### src/rtl/mcp4822_pkg.sv
// Shared constants, per-channel DAC state type and code-to-millivolt scaling
// for the MCP4822 command-link receiver.
package mcp4822_pkg;

    localparam int FRAME_BITS = 16;
    localparam int CH_SEL_BIT = 15;
    localparam int GA_N_BIT   = 13;
    localparam int SHDN_N_BIT = 12;

    typedef struct packed {
        logic [11:0] code;
        logic        gain2x;
        logic        active;
    } dac_ch_t;

    typedef enum logic {
        ST_IDLE,
        ST_SHIFT
    } rx_state_t;

    // Vref is 2.048 V, so one LSB is 0.5 mV at 1x gain and 1 mV at 2x gain.
    function automatic logic [12:0] code_to_mv(input dac_ch_t ch);
        logic [12:0] mv;
        mv = '0;
        if (ch.active) begin
            mv = ch.gain2x ? {1'b0, ch.code} : {2'b00, ch.code[11:1]};
        end
        return mv;
    endfunction

endpackage

### src/rtl/mcp4822_spi_rx_if.sv
// SPI pins in, decoded DAC state out; with MCP4822_LDAC_EN the ldac_n pin is added.
interface mcp4822_spi_rx_if;

`ifdef MCP4822_LDAC_EN
    logic        ldac_n;
`endif
    logic        spi_cs_n;
    logic        spi_sck;
    logic        spi_mosi;

    logic        frame_valid;
    logic        frame_err;
    logic [15:0] frame_word;
    logic [11:0] code_a;
    logic [11:0] code_b;
    logic        gain2x_a;
    logic        gain2x_b;
    logic        active_a;
    logic        active_b;
    logic [12:0] vout_mv_a;
    logic [12:0] vout_mv_b;
    logic [15:0] frame_count;

    modport slave (
`ifdef MCP4822_LDAC_EN
        input  ldac_n,
`endif
        input  spi_cs_n, spi_sck, spi_mosi,
        output frame_valid, frame_err, frame_word,
        output code_a, code_b, gain2x_a, gain2x_b, active_a, active_b,
        output vout_mv_a, vout_mv_b, frame_count
    );

    modport master (
`ifdef MCP4822_LDAC_EN
        output ldac_n,
`endif
        output spi_cs_n, spi_sck, spi_mosi,
        input  frame_valid, frame_err, frame_word,
        input  code_a, code_b, gain2x_a, gain2x_b, active_a, active_b,
        input  vout_mv_a, vout_mv_b, frame_count
    );

endinterface

### src/rtl/mcp4822_spi_rx_sync_edge_det.sv
// Multi-stage synchroniser for one asynchronous pin plus a history FF;
// rise/fall are combinational from the last stage versus history.
module sync_edge_det #(
    parameter int   SYNC_STAGES = 2,
    parameter logic IDLE_VAL    = 1'b0
) (
    input  logic clk,
    input  logic rst_n,
    input  logic d_i,
    output logic sync_o,
    output logic rise_o,
    output logic fall_o
);

    logic [SYNC_STAGES-1:0] sync_q;
    logic                   hist_q;

    always_ff @(posedge clk or negedge rst_n) begin
        if (!rst_n) begin
            sync_q <= {SYNC_STAGES{IDLE_VAL}};
            hist_q <= IDLE_VAL;
        end else begin
            sync_q <= {sync_q[SYNC_STAGES-2:0], d_i};
            hist_q <= sync_q[SYNC_STAGES-1];
        end
    end

    assign sync_o = sync_q[SYNC_STAGES-1];
    assign rise_o = sync_o & ~hist_q;
    assign fall_o = ~sync_o & hist_q;

endmodule

### src/rtl/mcp4822_spi_rx.sv
// MCP4822 SPI receiver: oversampled mode-0 deserialiser, frame check and per-channel DAC state.
// Outputs update SYNC_STAGES+1 clk edges after CS rise is sampled; MCP4822_LDAC_EN adds LDAC gating.
module mcp4822_spi_rx
    import mcp4822_pkg::*;
#(
    parameter int SYNC_STAGES = 2
) (
    input  logic                   clk,
    input  logic                   rst_n,
    mcp4822_spi_rx_if.slave        bus
);

    localparam logic [4:0] CNT_FULL = 5'(FRAME_BITS);
    localparam logic [4:0] CNT_SAT  = 5'(FRAME_BITS + 1);

    logic cs_sync, cs_rise, cs_fall;
    logic sck_sync, sck_rise, sck_fall;
    logic mosi_sync, mosi_rise, mosi_fall;

    sync_edge_det #(.SYNC_STAGES(SYNC_STAGES), .IDLE_VAL(1'b1)) u_sync_cs (
        .clk(clk), .rst_n(rst_n), .d_i(bus.spi_cs_n),
        .sync_o(cs_sync), .rise_o(cs_rise), .fall_o(cs_fall)
    );
    sync_edge_det #(.SYNC_STAGES(SYNC_STAGES), .IDLE_VAL(1'b0)) u_sync_sck (
        .clk(clk), .rst_n(rst_n), .d_i(bus.spi_sck),
        .sync_o(sck_sync), .rise_o(sck_rise), .fall_o(sck_fall)
    );
    sync_edge_det #(.SYNC_STAGES(SYNC_STAGES), .IDLE_VAL(1'b0)) u_sync_mosi (
        .clk(clk), .rst_n(rst_n), .d_i(bus.spi_mosi),
        .sync_o(mosi_sync), .rise_o(mosi_rise), .fall_o(mosi_fall)
    );

`ifdef MCP4822_LDAC_EN
    logic ldac_sync, ldac_rise, ldac_fall;
    sync_edge_det #(.SYNC_STAGES(SYNC_STAGES), .IDLE_VAL(1'b1)) u_sync_ldac (
        .clk(clk), .rst_n(rst_n), .d_i(bus.ldac_n),
        .sync_o(ldac_sync), .rise_o(ldac_rise), .fall_o(ldac_fall)
    );
    logic unused_ldac;
    assign unused_ldac = &{1'b0, ldac_sync, ldac_rise};
    dac_ch_t in_a_q, in_a_d, in_b_q, in_b_d;
`endif

    logic unused_edges;
    assign unused_edges = &{1'b0, cs_sync, sck_sync, sck_fall, mosi_rise, mosi_fall};

    rx_state_t   state_q, state_d;
    logic [4:0]  bit_cnt_q, bit_cnt_d;
    logic [15:0] shreg_q, shreg_d;
    logic [15:0] word_q, word_d;
    logic [15:0] cnt_q, cnt_d;
    logic        valid_q, valid_d;
    logic        err_q, err_d;
    logic        commit;
    dac_ch_t     ch_new;
    dac_ch_t     out_a_q, out_a_d, out_b_q, out_b_d;
    logic [12:0] vout_a_q, vout_b_q;

    assign ch_new = '{code:   shreg_q[11:0],
                      gain2x: ~shreg_q[GA_N_BIT],
                      active: shreg_q[SHDN_N_BIT]};

    // CS rising edge wins over a coincident SCK rising edge.
    always_comb begin
        state_d   = state_q;
        bit_cnt_d = bit_cnt_q;
        shreg_d   = shreg_q;
        commit    = 1'b0;
        valid_d   = 1'b0;
        err_d     = 1'b0;
        case (state_q)
            ST_IDLE: begin
                if (cs_fall) begin
                    state_d   = ST_SHIFT;
                    bit_cnt_d = '0;
                    shreg_d   = '0;
                end
            end
            ST_SHIFT: begin
                if (cs_rise) begin
                    state_d = ST_IDLE;
                    if (bit_cnt_q == CNT_FULL) begin
                        commit  = 1'b1;
                        valid_d = 1'b1;
                    end else begin
                        err_d = 1'b1;
                    end
                end else if (sck_rise) begin
                    shreg_d = {shreg_q[14:0], mosi_sync};
                    if (bit_cnt_q != CNT_SAT) begin
                        bit_cnt_d = bit_cnt_q + 5'd1;
                    end
                end
            end
            default: state_d = ST_IDLE;
        endcase
    end

    always_comb begin
        word_d = commit ? shreg_q : word_q;
        cnt_d  = commit ? cnt_q + 16'd1 : cnt_q;
`ifdef MCP4822_LDAC_EN
        in_a_d  = (commit && !shreg_q[CH_SEL_BIT]) ? ch_new : in_a_q;
        in_b_d  = (commit &&  shreg_q[CH_SEL_BIT]) ? ch_new : in_b_q;
        // Transfer sees this cycle's commit so a coincident LDAC picks up the new word.
        out_a_d = ldac_fall ? in_a_d : out_a_q;
        out_b_d = ldac_fall ? in_b_d : out_b_q;
`else
        out_a_d = (commit && !shreg_q[CH_SEL_BIT]) ? ch_new : out_a_q;
        out_b_d = (commit &&  shreg_q[CH_SEL_BIT]) ? ch_new : out_b_q;
`endif
    end

    always_ff @(posedge clk or negedge rst_n) begin
        if (!rst_n) begin
            state_q   <= ST_IDLE;
            bit_cnt_q <= '0;
            shreg_q   <= '0;
            word_q    <= '0;
            cnt_q     <= '0;
            valid_q   <= 1'b0;
            err_q     <= 1'b0;
            out_a_q   <= '0;
            out_b_q   <= '0;
            vout_a_q  <= '0;
            vout_b_q  <= '0;
`ifdef MCP4822_LDAC_EN
            in_a_q    <= '0;
            in_b_q    <= '0;
`endif
        end else begin
            state_q   <= state_d;
            bit_cnt_q <= bit_cnt_d;
            shreg_q   <= shreg_d;
            word_q    <= word_d;
            cnt_q     <= cnt_d;
            valid_q   <= valid_d;
            err_q     <= err_d;
            out_a_q   <= out_a_d;
            out_b_q   <= out_b_d;
            vout_a_q  <= code_to_mv(out_a_d);
            vout_b_q  <= code_to_mv(out_b_d);
`ifdef MCP4822_LDAC_EN
            in_a_q    <= in_a_d;
            in_b_q    <= in_b_d;
`endif
        end
    end

    assign bus.frame_valid = valid_q;
    assign bus.frame_err   = err_q;
    assign bus.frame_word  = word_q;
    assign bus.frame_count = cnt_q;
    assign bus.code_a      = out_a_q.code;
    assign bus.code_b      = out_b_q.code;
    assign bus.gain2x_a    = out_a_q.gain2x;
    assign bus.gain2x_b    = out_b_q.gain2x;
    assign bus.active_a    = out_a_q.active;
    assign bus.active_b    = out_b_q.active;
    assign bus.vout_mv_a   = vout_a_q;
    assign bus.vout_mv_b   = vout_b_q;

endmodule

### src/flat_wrapper.sv
// flat-port wrapper written by rule: the top's interface ports become plain ports
module mcp4822_spi_rx_flat import mcp4822_pkg::*;
#(
    parameter int SYNC_STAGES = 2
)
  (clk, rst_n, bus_spi_cs_n, bus_spi_sck, bus_spi_mosi, bus_frame_valid, bus_frame_err, bus_frame_word, bus_code_a, bus_code_b, bus_gain2x_a, bus_gain2x_b, bus_active_a, bus_active_b, bus_vout_mv_a, bus_vout_mv_b, bus_frame_count);
  mcp4822_spi_rx_if bus_i ();
  input  logic clk;
  input  logic rst_n;
  input wire logic [$bits(bus_i.spi_cs_n)-1:0] bus_spi_cs_n;
  input wire logic [$bits(bus_i.spi_sck)-1:0] bus_spi_sck;
  input wire logic [$bits(bus_i.spi_mosi)-1:0] bus_spi_mosi;
  output wire logic [$bits(bus_i.frame_valid)-1:0] bus_frame_valid;
  output wire logic [$bits(bus_i.frame_err)-1:0] bus_frame_err;
  output wire logic [$bits(bus_i.frame_word)-1:0] bus_frame_word;
  output wire logic [$bits(bus_i.code_a)-1:0] bus_code_a;
  output wire logic [$bits(bus_i.code_b)-1:0] bus_code_b;
  output wire logic [$bits(bus_i.gain2x_a)-1:0] bus_gain2x_a;
  output wire logic [$bits(bus_i.gain2x_b)-1:0] bus_gain2x_b;
  output wire logic [$bits(bus_i.active_a)-1:0] bus_active_a;
  output wire logic [$bits(bus_i.active_b)-1:0] bus_active_b;
  output wire logic [$bits(bus_i.vout_mv_a)-1:0] bus_vout_mv_a;
  output wire logic [$bits(bus_i.vout_mv_b)-1:0] bus_vout_mv_b;
  output wire logic [$bits(bus_i.frame_count)-1:0] bus_frame_count;
  assign bus_i.spi_cs_n = bus_spi_cs_n;
  assign bus_i.spi_sck = bus_spi_sck;
  assign bus_i.spi_mosi = bus_spi_mosi;
  assign bus_frame_valid = bus_i.frame_valid;
  assign bus_frame_err = bus_i.frame_err;
  assign bus_frame_word = bus_i.frame_word;
  assign bus_code_a = bus_i.code_a;
  assign bus_code_b = bus_i.code_b;
  assign bus_gain2x_a = bus_i.gain2x_a;
  assign bus_gain2x_b = bus_i.gain2x_b;
  assign bus_active_a = bus_i.active_a;
  assign bus_active_b = bus_i.active_b;
  assign bus_vout_mv_a = bus_i.vout_mv_a;
  assign bus_vout_mv_b = bus_i.vout_mv_b;
  assign bus_frame_count = bus_i.frame_count;
  mcp4822_spi_rx #(.SYNC_STAGES(SYNC_STAGES)) u_core (.clk(clk), .rst_n(rst_n), .bus(bus_i));
endmodule
### config.mk
export PLATFORM = sky130hd
export DESIGN_NAME = mcp4822_spi_rx_flat
export DESIGN_NICKNAME = d
export VERILOG_FILES = /design/src/rtl/mcp4822_pkg.sv /design/src/rtl/mcp4822_spi_rx_if.sv /design/src/rtl/mcp4822_spi_rx_sync_edge_det.sv /design/src/rtl/mcp4822_spi_rx.sv /design/src/flat_wrapper.sv
export SDC_FILE = /design/constraint.sdc
export NUM_CORES = 1
export LEC_CHECK = 0
export ABC_AREA = 0
export CORE_MARGIN = 2
export CORE_UTILIZATION = 47
export CTS_CLUSTER_SIZE = 16
export DETAILED_ROUTE_END_ITERATION = 8
export PLACE_DENSITY = 0.76
export SETUP_SLACK_MARGIN = 0.05
export SYNTH_ARGS = -nofsm -noshare
export SYNTH_HDL_FRONTEND = slang
export SYNTH_SLANG_ARGS = --single-unit
### constraint.sdc
create_clock -name clk -period 1.8 [get_ports clk]
set_clock_uncertainty 0.2 [all_clocks]
set_input_delay 0.27 -clock clk [delete_from_list [all_inputs] [get_ports clk]]
set_output_delay 0.27 -clock clk [all_outputs]
set_load 0.005 [all_outputs]
==> impl_metrics.env <==
export IMPL_status="finished, violations left"
export IMPL_violations="negative setup slack"
export IMPL_synthFlopType="dfrtp_1"
export IMPL_r2r_end="u_core.bus.frame_count[7]"
export IMPL_reg2reg_slack_ns=-0.28
export IMPL_cts_root_buf="clkbuf_8"
export IMPL_postRouteAntennaNets=0
export IMPL_vias=4574
export IMPL_end_kind="flop"
export IMPL_fin_crit_sh_pct=115
export IMPL_antenna_found_initial=0
export IMPL_p_clk_share_pct=54.8
export IMPL_viasPerCell=5.98
export IMPL_seqCellArea_um2=2910
export IMPL_r2r_start="u_core.u_sync_cs.sync_q[1]"
export IMPL_grt_overflow=0
export IMPL_die_height_um=108
export IMPL_peakVddDrop_uv=592
export IMPL_io_buffers=90
export IMPL_synth_edff_count=0
export IMPL_cts_buffers=17
export IMPL_drt_iter0_drc=388
export IMPL_ys_ff_latch=116
export IMPL_final_cells=765
export IMPL_drive_gt1_share_pct=46.3
export IMPL_setup_viol=85
export IMPL_avgSynthCellArea_um2=11.9
export IMPL_wl_per_cell_um=24.3
export IMPL_ys_seq_area_share_pct=57.6
export IMPL_internal_power_mw=5.20
export IMPL_yosysWarnings=0
export IMPL_track_usage_pct=27.1
export IMPL_clockBufferDepth=2
export IMPL_grt_use_met3_pct=6.05
export IMPL_place_ws_ns=-0.146
export IMPL_pwr_share_comb_pct=5.4
export IMPL_tightest_slew_ns=0.792
export IMPL_path_clk_slew_ns=0.07
export IMPL_antenna_cells=0
export IMPL_n_fill_cell=542
export IMPL_start_util_pct=48.7
export IMPL_nNetsFinal=625
export IMPL_gr_max_usage_layer="met2"
export IMPL_remaining_drc_errors=0
export IMPL_grt_pass1_vias=4277
export IMPL_place_gp_congestion=0.834
export IMPL_grt_util_met1_pct=33.9
export IMPL_syn_to_final_growth_pct=62.2
export IMPL_final_core_util_pct=79.0
export IMPL_finalHoldViolCount=0
export IMPL_hpwl_mm=7.48
export IMPL_hold_class="input pin to flop"
export IMPL_cts_tree="done"
export IMPL_wl_mm=18.6
export IMPL_power_density_nw_per_um2=824
export IMPL_required_ns=2.05
export IMPL_switching_power_mw=1.55
export IMPL_grt_max_degree=39
export IMPL_crit_end="u_core.bus.frame_count[7]"
export IMPL_maxCapViolations=0
export IMPL_setup_slack_ns=-0.276
export IMPL_die_width_um=108
export IMPL_yosysUniqueCellTypes=43
export IMPL_fin_crit_ns=2.08
export IMPL_io_pin_count=93
export IMPL_placed_cells=657
export IMPL_syn_inst=424
export IMPL_worst_path_max_fanout=7
export IMPL_multiInputGateArea_um2=2490
export IMPL_arrival_ns=2.32
export IMPL_startpoint_type="flop"
export IMPL_clock_fmax_ghz=0.482
export IMPL_reg2regPathDepth=7
export IMPL_crit_type="flop to flop"
export IMPL_htree_levels=4
export IMPL_netlist_area_um2=5050
export IMPL_cp_startpoint="u_core.u_sync_cs.sync_q[1]"
export IMPL_setup_tns_ns=-11.16
export IMPL_dieArea_um2=11600
export IMPL_globalRouteMet2Util_pct=44.8
export IMPL_p_leak_nw=4.42
export IMPL_rsz0062_at_grt="true"
export IMPL_switching_share_pct=23.0
export IMPL_slew_headroom_pct=47.2
export IMPL_grt_pass1_wl_mm=23.3
export IMPL_coreArea_um2=10400
export IMPL_slew_violations=0
export IMPL_rows=37
export IMPL_clkSinkCount=116
export IMPL_seqPwrFrac_pct=39.8
export IMPL_async_flop_share_pct=100
export IMPL_firstDrtPassIters=6
export IMPL_clock_latency_ns=0.55
==> metrics by stage <==
| step | cell area (µm²) | hold WS [ns] | power [mW] |
|---|---|---|---|
| 3_3_place_gp | 6330 | 0.0776 | 2.96 |
| 2_1_floorplan | 5110 | -0.226 | 2.82 |
| 4_1_cts | 7630 | 0.0120 | 6.61 |
| 5_1_grt | 8190 | 0.0141 | 6.92 |
| 3_5_place_dp | 6330 | 0.0871 | 2.97 |
| 6_report | 8190 | 0.0145 | 6.75 |
==> placed cells by master (no fill, tap or decap), types with 3 or more instances in the layout <==
cell type,synthesis,layout
xor2_1,6,6
ha_1,4,3
nand2_1,58,46
dfstp_2,3,3
nand3_2,2,6
clkbuf_8,0,5
mux2_1,33,5
dlygate4sd3_1,0,3
nand2_4,1,6
clkdlybuf4s50_1,0,3
nor3_4,0,4
buf_6,2,17
clkbuf_16,0,22
buf_4,4,68
nand4_1,3,3
nand2_2,0,7
mux2_2,40,38
nor2_1,9,6
mux2_4,0,30
nand3_4,0,4
o21ai_2,0,32
bufinv_16,0,4
inv_1,9,7
nand3_1,28,20
dlygate4sd2_1,0,84
buf_12,0,11
dfrtp_1,113,111
xnor2_1,11,10
clkinvlp_4,0,4
o21ai_1,11,10
==> power groups by stage <==
stage / logic (mW) / registers [mW] / clock network (mW)
global placement: 0.237 / 2.72 / 0
floorplan: 0.0965 / 2.72 / 0
global route: 0.392 / 2.69 / 3.84
detailed placement: 0.244 / 2.72 / 0
finish: 0.363 / 2.69 / 3.70
CTS: 0.291 / 2.68 / 3.63
==> cell families after synthesis <==
family / count (synthesis) / synth area share (%)
adders and majority gates: 4 / 0.991
AOI/OAI and AO/OA: 49 / 4.96
xor gates and xnor gates: 17 / 2.95
and+or+nand+nor: 128 / 13.8
DFF: 116 / 57.6
muxes: 73 / 16.3
buffers and inverters: 36 / 3.44
other: 1 / 0.0743
==> registers in the layout, indices dropped and copies added (netlist names) <==
signal / flops
u_core.bit_cnt_q: 5
u_core.bus.active_a: 1
u_core.bus.active_b: 1
u_core.bus.code_a: 12
u_core.bus.code_b: 12
u_core.bus.frame_count: 16
u_core.bus.frame_err: 1
u_core.bus.frame_valid: 1
u_core.bus.frame_word: 16
u_core.bus.gain2x_a: 1
u_core.bus.gain2x_b: 1
u_core.bus.vout_mv_a: 12
u_core.bus.vout_mv_b: 12
u_core.shreg_q: 16
u_core.state_q: 1
u_core.u_sync_cs.hist_q: 1
u_core.u_sync_cs.sync_q: 2
u_core.u_sync_mosi.sync_q: 2
u_core.u_sync_sck.hist_q: 1
u_core.u_sync_sck.sync_q: 2
==> how the worst min path moves through the flow <==
stage	end	cells past startpoint	slack [ns]	from
5_1_grt	u_core.u_sync_mosi.sync_q[0]	1	0.01	bus_spi_mosi
4_1_cts	u_core.u_sync_mosi.sync_q[0]	1	0.01	bus_spi_mosi
3_5_place_dp	u_core.bus.frame_count[0]	1	0.09	rst_n
3_3_place_gp	u_core.bit_cnt_q[0]	1	0.08	rst_n
6_report	u_core.u_sync_mosi.sync_q[0]	1	0.01	bus_spi_mosi
2_1_floorplan	u_core.bit_cnt_q[0]	0	-0.23	rst_n
==> synthesized netlist by cell type, types with 7 or more instances <==
| library cell | count | share of area (%) |
|---|---|---|
| nor2_1 | 9 | 0.67 |
| xnor2_1 | 11 | 1.9 |
| inv_1 | 9 | 0.67 |
| mux2_2 | 40 | 8.9 |
| nand2_1 | 58 | 4.3 |
| dfrtp_1 | 113 | 56 |
| clkbuf_1 | 8 | 0.59 |
| nand3_1 | 28 | 2.8 |
| o21ai_0 | 33 | 3.3 |
| buf_2 | 7 | 0.69 |
| mux2_1 | 33 | 7.4 |
| o21ai_1 | 11 | 1.1 |
==> repair_timing <==
action                     CTS  global route
cloned                       5            10
hold buffers                 3             0
buffers inserted            55             8
hold endpoints to repair   118             0
resized for setup          153           110
pin swaps                    9            27
setup endpoints to repair  149           106
==> critical path, cell delays in order (launching register included) <==
cell	delay (ns)
dfstp_2	0.53
and3b_1	0.17
buf_6	0.21
buf_4	0.18
nand3_4	0.16
buf_12	0.19
nor3_4	0.16
xnor2_1	0.18
==> layer usage <==
layer | up-vias | part of all wire (%)
met5 | - | 0
met4 | 0 | 4.5
met3 | 83 | 8.2
met2 | 325 | 49
met1 | 2304 | 38
li1 | 1862 | -
==> cell type report <==
cell class / instances / area share (%)
Sequential cell: 116 / 35.5
Multi-Input combinational cell: 275 / 30.4
Timing Repair Buffer: 196 / 23.7
Clock buffer: 21 / 5.73
Clock inverter: 11 / 2.11
Tap cell: 136 / 2.08
Inverter: 10 / 0.519
Note: power is estimated with default switching activity, not from simulation.
